===== src/rtl/uart_rx_frame.sv =====
// uart_rx_frame: 16x-oversampled UART receiver (8N1) with one-clock result strobes.
// Define UART_RX_PARITY_EN to add an even-parity bit between the data and stop bits.
module uart_rx_frame #(
    parameter int DBIT     = 8,
    parameter int SB_TICK  = 16,
    parameter int BAUD_DIV = 163
) (
    input  logic            clk,
    input  logic            reset,
    input  logic            rx,
    output logic [DBIT-1:0] d_out,
    output logic            rx_done,
    output logic            frame_err,
    output logic            parity_err,
    output logic            busy
);

    // state  | meaning
    // IDLE   | line idle, waiting for a falling edge on rxs
    // START  | confirming the start bit at its midpoint
    // DATA   | sampling DBIT data bits, LSB first
    // PARITY | sampling the even-parity bit (parity build only)
    // STOP   | sampling the stop bit, then publishing the result

    localparam int NW = (DBIT > 1) ? $clog2(DBIT) : 1;
    localparam int BW = $clog2(BAUD_DIV);
    localparam logic [NW-1:0] N_LAST = NW'(DBIT - 1);
    localparam logic [3:0]    S_STOP = 4'(SB_TICK - 1);
    localparam logic [BW-1:0] B_LAST = BW'(BAUD_DIV - 1);

`ifdef UART_RX_PARITY_EN
    typedef enum logic [2:0] {IDLE, START, DATA, PARITY, STOP} state_t;
`else
    typedef enum logic [1:0] {IDLE, START, DATA, STOP} state_t;
`endif

    state_t          state;
    logic            rx_meta;
    logic            rxs;
    logic [BW-1:0]   baud_cnt;
    logic            tick;
    logic [3:0]      s;
    logic [NW-1:0]   n;
    logic [DBIT-1:0] shreg;
    logic [DBIT:0]   shift_cat;

    always_ff @(posedge clk or posedge reset) begin
        if (reset) begin
            rx_meta <= 1'b1;
            rxs     <= 1'b1;
        end else begin
            rx_meta <= rx;
            rxs     <= rx_meta;
        end
    end

    // Free-running oversample divider; never cleared by the FSM.
    always_ff @(posedge clk or posedge reset) begin
        if (reset)
            baud_cnt <= '0;
        else if (baud_cnt == B_LAST)
            baud_cnt <= '0;
        else
            baud_cnt <= baud_cnt + 1'b1;
    end

    assign tick      = (baud_cnt == B_LAST);
    assign shift_cat = {rxs, shreg};
    assign busy      = (state != IDLE);

`ifdef UART_RX_PARITY_EN
    logic par_bad;

    always_ff @(posedge clk or posedge reset) begin
        if (reset) begin
            state      <= IDLE;
            s          <= '0;
            n          <= '0;
            shreg      <= '0;
            d_out      <= '0;
            rx_done    <= 1'b0;
            frame_err  <= 1'b0;
            parity_err <= 1'b0;
            par_bad    <= 1'b0;
        end else begin
            rx_done    <= 1'b0;
            frame_err  <= 1'b0;
            parity_err <= 1'b0;
            case (state)
                IDLE: begin
                    if (!rxs) begin
                        state <= START;
                        s     <= '0;
                    end
                end
                START: begin
                    if (tick) begin
                        if (s == 4'd7) begin
                            s <= '0;
                            n <= '0;
                            state <= rxs ? IDLE : DATA;
                        end else begin
                            s <= s + 1'b1;
                        end
                    end
                end
                DATA: begin
                    if (tick) begin
                        if (s == 4'd15) begin
                            s     <= '0;
                            shreg <= shift_cat[DBIT:1];
                            if (n == N_LAST)
                                state <= PARITY;
                            else
                                n <= n + 1'b1;
                        end else begin
                            s <= s + 1'b1;
                        end
                    end
                end
                PARITY: begin
                    if (tick) begin
                        if (s == 4'd15) begin
                            s       <= '0;
                            par_bad <= (rxs != ^shreg);
                            state   <= STOP;
                        end else begin
                            s <= s + 1'b1;
                        end
                    end
                end
                STOP: begin
                    if (tick) begin
                        if (s == S_STOP) begin
                            d_out      <= shreg;
                            rx_done    <= rxs & ~par_bad;
                            frame_err  <= ~rxs;
                            parity_err <= par_bad;
                            state      <= IDLE;
                        end else begin
                            s <= s + 1'b1;
                        end
                    end
                end
                default: state <= IDLE;
            endcase
        end
    end
`else
    assign parity_err = 1'b0;

    always_ff @(posedge clk or posedge reset) begin
        if (reset) begin
            state     <= IDLE;
            s         <= '0;
            n         <= '0;
            shreg     <= '0;
            d_out     <= '0;
            rx_done   <= 1'b0;
            frame_err <= 1'b0;
        end else begin
            rx_done   <= 1'b0;
            frame_err <= 1'b0;
            case (state)
                IDLE: begin
                    if (!rxs) begin
                        state <= START;
                        s     <= '0;
                    end
                end
                START: begin
                    if (tick) begin
                        if (s == 4'd7) begin
                            s <= '0;
                            n <= '0;
                            state <= rxs ? IDLE : DATA;
                        end else begin
                            s <= s + 1'b1;
                        end
                    end
                end
                DATA: begin
                    if (tick) begin
                        if (s == 4'd15) begin
                            s     <= '0;
                            shreg <= shift_cat[DBIT:1];
                            if (n == N_LAST)
                                state <= STOP;
                            else
                                n <= n + 1'b1;
                        end else begin
                            s <= s + 1'b1;
                        end
                    end
                end
                STOP: begin
                    if (tick) begin
                        if (s == S_STOP) begin
                            // A bad stop bit still publishes the byte, flagged as a framing error.
                            d_out     <= shreg;
                            rx_done   <= rxs;
                            frame_err <= ~rxs;
                            state     <= IDLE;
                        end else begin
                            s <= s + 1'b1;
                        end
                    end
                end
                default: state <= IDLE;
            endcase
        end
    end
`endif

endmodule


===== config.mk =====
export PLATFORM = sky130hd
export DESIGN_NAME = uart_rx_frame
export DESIGN_NICKNAME = d
export VERILOG_FILES = /design/src/rtl/uart_rx_frame.sv
export SDC_FILE = /design/constraint.sdc
export NUM_CORES = 1
export LEC_CHECK = 0
export BUFFER_PORTS_ARGS = -buffer_cell sky130_fd_sc_hd__buf_2
export CORE_MARGIN = 8
export CORE_UTILIZATION = 30
export DETAILED_ROUTE_END_ITERATION = 12
export MAX_ROUTING_LAYER = met4
export SLEW_MARGIN = 20
export SYNTH_ARGS = -nofsm -noshare
export SYNTH_HDL_FRONTEND = slang
export SYNTH_SLANG_ARGS = --single-unit
export TNS_END_PERCENT = 20

===== constraint.sdc =====
create_clock -name clk -period 2.1 [get_ports clk]
set_input_delay 0.21 -clock clk [delete_from_list [all_inputs] [get_ports clk]]
set_output_delay 0.21 -clock clk [all_outputs]
set_load 0.005 [all_outputs]

==> metrics, run 1 <==
number of flops mapped to enable cells by yosys=0; Final Util=0.358; drt drc=0; Setup Skew=9.72 ps; Hold WC Path Type=primary input to async pin; share of cells above drive strength 1=0.331; Post-Syn Area per Cell=13.0 um2; Post-Route WL=3010 um; detailed-route via count=1062; gr usage total=0.0800; Lkg Pwr=0.999 nW; die area=8410 um2; warnings from Yosys=0; CTS HTree Levels=2; register bit total from synthesis=37; vias in the first global route=1125; CTS Hold Bufs=0; Hold Slack=17.0 ps; prevailing post-synth register cell=dfrtp_1; Max Cap Viol=0; largest net degree at the start of global routing=38; Final Net Count=158; Max clock buf depth=2; antenna cell count=0; Final Hold Fails=0; Critical Path RT=2270 ps; maximum vdd drop=0.318 mV; vias per cell=4.76; Crit. End Element=register; Syn Inst Count=132; Clock Sinks=37; DRT Pass-1 Iters=4; top-area cell type share of the netlist area=0.509; Syn-to-layout area delta=15.4%; Final period util=0.934; chip height=91.7 um; mapped cell area=1720 um2; CTS tree=yes; Clk pin slew, worst setup/hold paths=80 ps; pwr dens=678 nW/um2; mean routed wirelength per cell=13.5 um; max incr delay on CP=430 ps; Worst-Skew Late Latency=290 ps; Setup Fix Bufs, Post-CTS=0; Site Rows=27; Setup WS post-layout=139 ps; largest cells by area after synthesis=dfrtp_1 (51%), mux2_2 (7.2%), mux2_4 (7.0%); async set or reset register ratio after synthesis=1.00; Netlist cell types=40; Ports=15; status=finished clean; crit path kind=register to register; DP Worst Slack=138 ps; RSZ-0062 raised after global routing=false; Max FO, Critical Path=10; FMAX=510 MHz; first-pass GRT wire length=5240 um; Core ar.=5540 um2; Resized Gates After CTS=0; Synth area leader=dfrtp_1; ANT nets after route=0; Critical Path Start Type=register; Final Setup Violations=0; sequential fraction of the synthesis area=0.540; initial core utilization=0.311; top-count cell post-synth=dfrtp_1; CTS Root Cell=clkbuf_8; post-DP HPWL=2140 um; GRT overflow=0; I/O Buffers=13; critical path arrival=2130 ps; Die Span X=91.7 um; gpl congestion=0.829; Iter 0 DRT Violations=46; top post-synthesis cells by count=dfrtp_1 (35), mux2_2 (11), mux2_4 (8), nor2_1 (8), inv_1 (7); slowest CP cell=dfrtp_1; Slew Viols, Final=0; synthesized netlist net count=140; crit path time final=1960 ps; worst-path cell chain=inv_1 > ha_1 > and4b_4 > nand2_4 > or3_1 > buf_4 > mux2_4; initial antenna violation count=0; final setup TNS=0 ps; CTS buffer count=5
[cell type report]
cell class / count / area, um2
inverter: 7 / 26.3
fill: 547 / 3550
sequential: 37 / 928
tap: 72 / 90.1
clock buffer: 5 / 68.8
timing repair buffer: 17 / 97.6
multi-input combinational: 82 / 728
clock inverter: 3 / 46.3
[layer usage]
layer	up-vias	track usage	wire length, um
li1	505	-	-
met1	527	0.0854	1290
met2	22	0.120	1470
met3	8	0.0318	170
met4	0	0.0550	83
met5	-	-	0
[cells by family after synthesis]
kind of cell	synth area share
multiplexers	0.148
AO/OA/AOI/OAI	0.0764
buffers and inverters	0.0371
adder cells (fa/ha/maj)	0.0364
flip-flops	0.540
XOR/XNOR	0.0305
other	0.00218
AND/OR/NAND/NOR	0.130
[cell usage in the layout (no fill, tap or decap), types with 4 or more instances in the layout]
cell type and count:
dfrtp_1 35, buf_2 13, mux2_2 11, nor2_1 8, mux2_4 8, inv_1 7, nand3_1 6, xnor2_1 5
ha_1 5, clkbuf_8 5, and2_1 4
[path summary, 6_finish.rpt]
path                                        from                    to  slack (ps)  cells after the start
setup reg to reg           baud_cnt[0]$_DFF_PP0_  d_out[0]$_DFFE_PP0P_         140                      7
hold reg to reg                rx_meta$_DFF_PP1_         rxs$_DFF_PP1_         360                      0
hold / removal                             reset  d_out[1]$_DFFE_PP0P_          20                      3
setup / recovery           baud_cnt[0]$_DFF_PP0_  d_out[0]$_DFFE_PP0P_         140                      7
max in group asynchronous                  reset         rxs$_DFF_PP1_        1730                      3
min in group clk               rx_meta$_DFF_PP1_         rxs$_DFF_PP1_         360                      0
[where the power goes]
group          leakage, nW  internal [mW]  total (mW)  switching [mW]
Sequential           0.491          0.716       0.717         0.00151
Clock               0.0543          0.355       0.609           0.254
Combinational        0.454        0.00406      0.0194          0.0154
[registers in the layout (all words and copies together), names as in the netlist, named ones only]
register   cells
rx_done        1
s              4
d_out          8
rxs            1
frame_err      1
rx_meta        1
baud_cnt       8
n              3
state          1
shreg          8
[worst max-delay path: cells and delay by family, from the launching register on]
family,cells,cell delay [ps]
simple gates,3,690
flops,1,430
mux,1,300
buf+inv,2,280
fa+ha+maj,1,160
[stage by stage]
stage / cells / power (mW) / area [um2]
floorplan: 132 / 0.743 / 1720
global placement: 214 / 0.750 / 1860
detailed placement: 214 / 0.750 / 1860
CTS: 222 / 1.36 / 1980
global route: 223 / 1.41 / 1990
finish: 223 / 1.35 / 1990
No activity file was read; power rests on OpenSTA's default activity.
==> run 2: changes to the inputs <==
- clock period: 2.1 -> 2 ns (I/O delays scaled with it)
==> run 2 against run 1 <==
Via count decreased by 1.2%; critical endpoint unchanged; highest routed layer unchanged; worst hold slack got worse by 16 ps; sequential power increased by 5.0%.
==> metrics, run 2 (synthesis results as in run 1) <==
die area=8410 um2; Final Net Count=159; RSZ-0062 raised after global routing=false; CTS tree=yes; critical path arrival=2070 ps; antenna cell count=0; Site Rows=27; NetSw=0.286 mW; Lkg Pwr=1.00 nW; status=finished clean; Crit. End Element=register; detailed-route via count=1049; DRT Pass-1 Iters=4; I/O Buffers=13; maximum vdd drop=0.403 mV; vias in the first global route=1107; drt drc=0; CTS HTree Levels=2; Critical Path Start Type=register; crit path time final=1910 ps; first-pass GRT wire length=5190 um; mean routed wirelength per cell=13.1 um; Die Span X=91.7 um; share of cells above drive strength 1=0.336; vias per cell=4.68; Slew Viols, Final=0; CTS Root Cell=clkbuf_8; commonest non-fill, non-tap cells in the layout=dfrtp_1 (35), buf_2 (13), mux2_2 (11); post-DP HPWL=2150 um; Final period util=0.953; Cell Int Power=1.13 mW; Max clock buf depth=2; largest net degree at the start of global routing=38; Max Cap Viol=0; Max FO, Critical Path=10; Core ar.=5540 um2; biggest regs=baud_cnt x8, d_out x8, shreg x8; GRT overflow=0; Setup Skew=10.8 ps; ANT nets after route=0; gr usage total=0.0781; FMAX=525 MHz; gpl congestion=0.825; final setup TNS=0 ps; pwr dens=710 nW/um2; Hold Slack=1.27 ps; Iter 0 DRT Violations=48; chip height=91.7 um; commonest non-fill, non-tap cell in the layout=dfrtp_1; Final Hold Fails=0; CTS buffer count=5; Switching Fraction=0.202; Reg power frac=0.532; initial core utilization=0.311; Hold WC Path Type=primary input to async pin; Ports=15; Clk pin slew, worst setup/hold paths=80 ps; Comb power frac=0.014; initial antenna violation count=0; crit path kind=register to register; Final Setup Violations=0; Clock Sinks=37; Worst-Skew Late Latency=290 ps; Post-Route WL=2940 um; Critical Path RT=2170 ps; clock group share of total power=0.453; Syn-to-layout area delta=15.9%
-- run 2: changes by cell type in the layout (fill, tap and decap cells not counted) --
cell,previous run,this run
buf_4,3,4
-- run 2: timing repair --
item,4_1_cts,5_1_grt
hold buffers,0,1
setup buffers,0,0
hold endpoints to repair,0,1
gates resized for setup,0,0
-- run 2: area by class of cell --
cell class                 instances  area, um2
clock inverter                     3       46.3
multi-input combinational         82        728
clock buffer                       5       68.8
timing repair buffer              18        105
fill                             546       3550
sequential                        37        928
inverter                           7       26.3
tap                               72       90.1
-- run 2: critical path, cell delays in order (launching register included) --
cell	delay (ps)
dfrtp_1	380
inv_1	60
ha_1	160
and4b_4	270
nand2_4	70
or3_1	340
buf_4	200
mux2_4	310
-- run 2: worst paths after layout --
path	start	endpoint	slack, ps	cells past startpoint
max	baud_cnt[0]$_DFF_PP0_	d_out[0]$_DFFE_PP0P_	90	7
min	reset	shreg[1]$_DFFE_PP0P_	1	3
max reg2reg	baud_cnt[0]$_DFF_PP0_	d_out[0]$_DFFE_PP0P_	90	7
min reg2reg	rx_meta$_DFF_PP1_	rxs$_DFF_PP1_	360	0
max in group asynchronous	reset	rx_meta$_DFF_PP1_	1650	3
min in group clk	rx_meta$_DFF_PP1_	rxs$_DFF_PP1_	360	0
-- run 2: through the flow --
stage | utilization | cells | total power, mW | area (um2) | worst slack (ps)
after CTS | 0.358 | 223 | 1.43 | 1980 | 76.5
after floorplan | - | 132 | 0.780 | 1720 | 158
final | 0.360 | 224 | 1.41 | 1990 | 93.9
after detailed placement | 0.337 | 215 | 0.788 | 1870 | 97.3
after global routing | 0.360 | 224 | 1.48 | 1990 | 15.3
after global placement | 0.337 | 215 | 0.787 | 1870 | 138
-- run 2: power groups by stage --
stage / sequential (mW) / combinational (mW) / clock (mW)
after floorplan: 0.767 / 0.0136 / 0
after global placement: 0.768 / 0.0192 / 0
after detailed placement: 0.768 / 0.0200 / 0
after CTS: 0.753 / 0.0201 / 0.660
after global routing: 0.753 / 0.0250 / 0.706
final: 0.753 / 0.0200 / 0.641
-- run 2: routing by layer --
metal | routed length, um | vias to the layer above | GRT usage
li1 | - | 513 | -
met1 | 1240 | 512 | 0.0831
met2 | 1490 | 19 | 0.127
met3 | 157 | 5 | 0.0285
met4 | 60 | 0 | 0.0376
met5 | 0 | - | -
==> run 3: changes to the inputs <==
--- a/config.mk
+++ b/config.mk
@@ -7,3 +7,5 @@
 export LEC_CHECK = 0
+export ABC_AREA = 1
 export BUFFER_PORTS_ARGS = -buffer_cell sky130_fd_sc_hd__buf_2
+export CORE_ASPECT_RATIO = 0.5
 export CORE_MARGIN = 8
--- a/constraint.sdc
+++ b/constraint.sdc
@@ -3,2 +3,2 @@
 set_output_delay 0.2 -clock clk [all_outputs]
-set_load 0.005 [all_outputs]
+set_load 0.02 [all_outputs]
==> run 3 against run 2 <==
Clock power grew 16%; routed wire length is 6.4% higher; core utilization grew 0.78 points; fmax up 15%; via count rose by 21%; worst hold slack improved by 19 ps; clock skew decreased by 6.4 ps; register-to-register slack better by 250 ps.
==> metrics, run 3 <==
vias in the first global route=1221; I/O Buffers=13; initial core utilization=0.318; mean routed wirelength per cell=10.4 um; Post-Syn Area per Cell=8.52 um2; gr usage total=0.0815; Die Span X=125 um; worst-path cell chain=inv_1 > ha_1 > nor3b_2 > nand2_4 > nor3_4 > buf_4 > nand2_1 > o21ai_0 > inv_1; synthesized netlist net count=217; FMAX=605 MHz; Critical Path Start Type=register; CTS Root Cell=clkbuf_16; Max clock buf depth=2; Final Setup Violations=0; top-area cell type share of the netlist area=0.492; initial antenna violation count=0; Crit. End Element=register; register bit total from synthesis=37; biggest regs=baud_cnt x8, d_out x8, shreg x8; Setup WS post-layout=346 ps; number of flops mapped to enable cells by yosys=0; crit path kind=register to register; CTS tree=yes; RSZ-0062 raised after global routing=false; sequential fraction of the synthesis area=0.521; first-pass GRT wire length=5560 um; Final period util=0.827; detailed-route via count=1269; CTS buffer count=5; final setup TNS=0 ps; max incr delay on CP=400 ps; Final Net Count=236; Lkg Pwr=1.19 nW; Design Area, Final=2060 um2; GRT overflow=0; die area=8810 um2; ANT nets after route=0; CP top delay family=simple AND/OR/NAND/NOR gates; Iter 0 DRT Violations=58; pwr dens=737 nW/um2; Max FO, Critical Path=16; Placed Area=1920 um2; largest cells by area after synthesis=dfrtp_1 (49%), nand2_1 (10%), inv_1 (8.6%); Max Cap Viol=0; top-count cell post-synth=nand2_1; Clk pin slew, worst setup/hold paths=50 ps; most frequent CP cell=inv_1; Setup Skew=4.38 ps; Ports=15; crit path time final=1650 ps; fill count=582; post-DP HPWL=2280 um; status=finished clean; share of cells above drive strength 1=0.183; Tot Pwr=1.52 mW; CTS HTree Levels=2; commonest non-fill, non-tap cell in the layout=nand2_1; Post-Place Cells=294; Clock Sinks=37; async set or reset register ratio after synthesis=1.00; Core ar.=5610 um2; critical path arrival=1820 ps; Critical Path RT=2160 ps; Resized Gates After CTS=0; warnings from Yosys=0; Netlist cell types=25; DRT Pass-1 Iters=4; Slew Viols, Final=0; commonest non-fill, non-tap cells in the layout=nand2_1 (48), inv_1 (41), dfrtp_1 (35); crit path buf inv count=3; DP Worst Slack=360 ps; gpl congestion=0.842; antenna cell count=0; mapped cell area=1780 um2; Worst-Skew Late Latency=280 ps; Setup Fix Bufs, Post-CTS=0; Hold WC Path Type=primary input to async pin; Post-Route WL=3130 um; Final Hold Fails=0; Syn Inst Count=209; Syn-to-layout area delta=15.7%; maximum vdd drop=0.423 mV; drt drc=0; largest net degree at the start of global routing=38; vias per cell=4.20; Synth area leader=dfrtp_1; final std cells w/o fill=302; top post-synthesis cells by count=nand2_1 (48), inv_1 (41), dfrtp_1 (35), o21ai_0 (20), nor2_1 (17); CTS Hold Bufs=0; slowest CP cell=dfrtp_1; prevailing post-synth register cell=dfrtp_1; chip height=70.5 um; Site Rows=19
-- run 3: changes by cell type after synthesis, moves of 4 or more --
| cell | change |
|---|---|
| nand2_1 | +48 |
| xor2_1 | +4 |
| mux2_2 | -11 |
| inv_1 | +34 |
| nor2_1 | +9 |
| xnor2_1 | -5 |
| o21ai_0 | +19 |
| mux2_4 | -8 |
| inv_2 | +5 |
-- run 3: metal layers --
metal	global-route usage	routed length (um)	vias up	part of all wire
met5	-	0	-	0
met4	0.0441	73	0	0.023
met3	0.0303	127	5	0.041
met2	0.134	1480	12	0.47
met1	0.0847	1450	587	0.46
li1	-	-	665	-
-- run 3: worst min-delay path, cell delays in order --
cell and delay [ps]:
buf_2 100, inv_1 40, buf_4 390
-- run 3: area by class of cell --
| type | instances | area [um2] | area share |
|---|---|---|---|
| clock buffers | 6 | 129 | 0.0625 |
| repair buffers | 15 | 80.1 | 0.0388 |
| clock inverters | 2 | 10.0 | 0.00485 |
| well taps | 73 | 91.3 | 0.0443 |
| flip-flops and latches | 37 | 928 | 0.450 |
| multi-input cells | 123 | 651 | 0.316 |
| inverters | 46 | 173 | 0.0837 |
-- run 3: cells by family (layout without fill, tap and decap cells) --
| kind of cell | after synthesis | after routing | share of synthesized area |
|---|---|---|---|
| flops | 37 | 37 | 0.521 |
| xor+xnor | 5 | 5 | 0.0246 |
| simple gates | 89 | 89 | 0.235 |
| buf+inv | 49 | 69 | 0.114 |
| other cells | 1 | 1 | 0.00210 |
| fa+ha+maj | 5 | 5 | 0.0351 |
| compound gates | 23 | 23 | 0.0688 |
-- run 3: stage by stage --
step           hold slack [ps]   util
6_report                  20.5  0.368
5_1_grt                   16.0  0.368
4_1_cts                   15.9  0.368
3_5_place_dp               309  0.343
3_3_place_gp               308  0.343
2_1_floorplan              204      -
-- run 3: worst paths after layout --
check,from,end,slack [ps],cells after the start
min in group clk,rx,rx_meta$_DFF_PP1_,20,1
worst max-delay path,baud_cnt[0]$_DFF_PP0_,shreg[5]$_DFFE_PP0P_,350,9
worst max register to register,baud_cnt[0]$_DFF_PP0_,shreg[5]$_DFFE_PP0P_,350,9
worst min register to register,rx_meta$_DFF_PP1_,rxs$_DFF_PP1_,350,0
worst min-delay path,reset,frame_err$_DFF_PP0_,20,3
max in group asynchronous,reset,rx_meta$_DFF_PP1_,1630,3
-- run 3: power by group --
group          internal, mW  switching, mW
clock network         0.457          0.287
registers             0.753        0.00166
logic               0.00321         0.0168
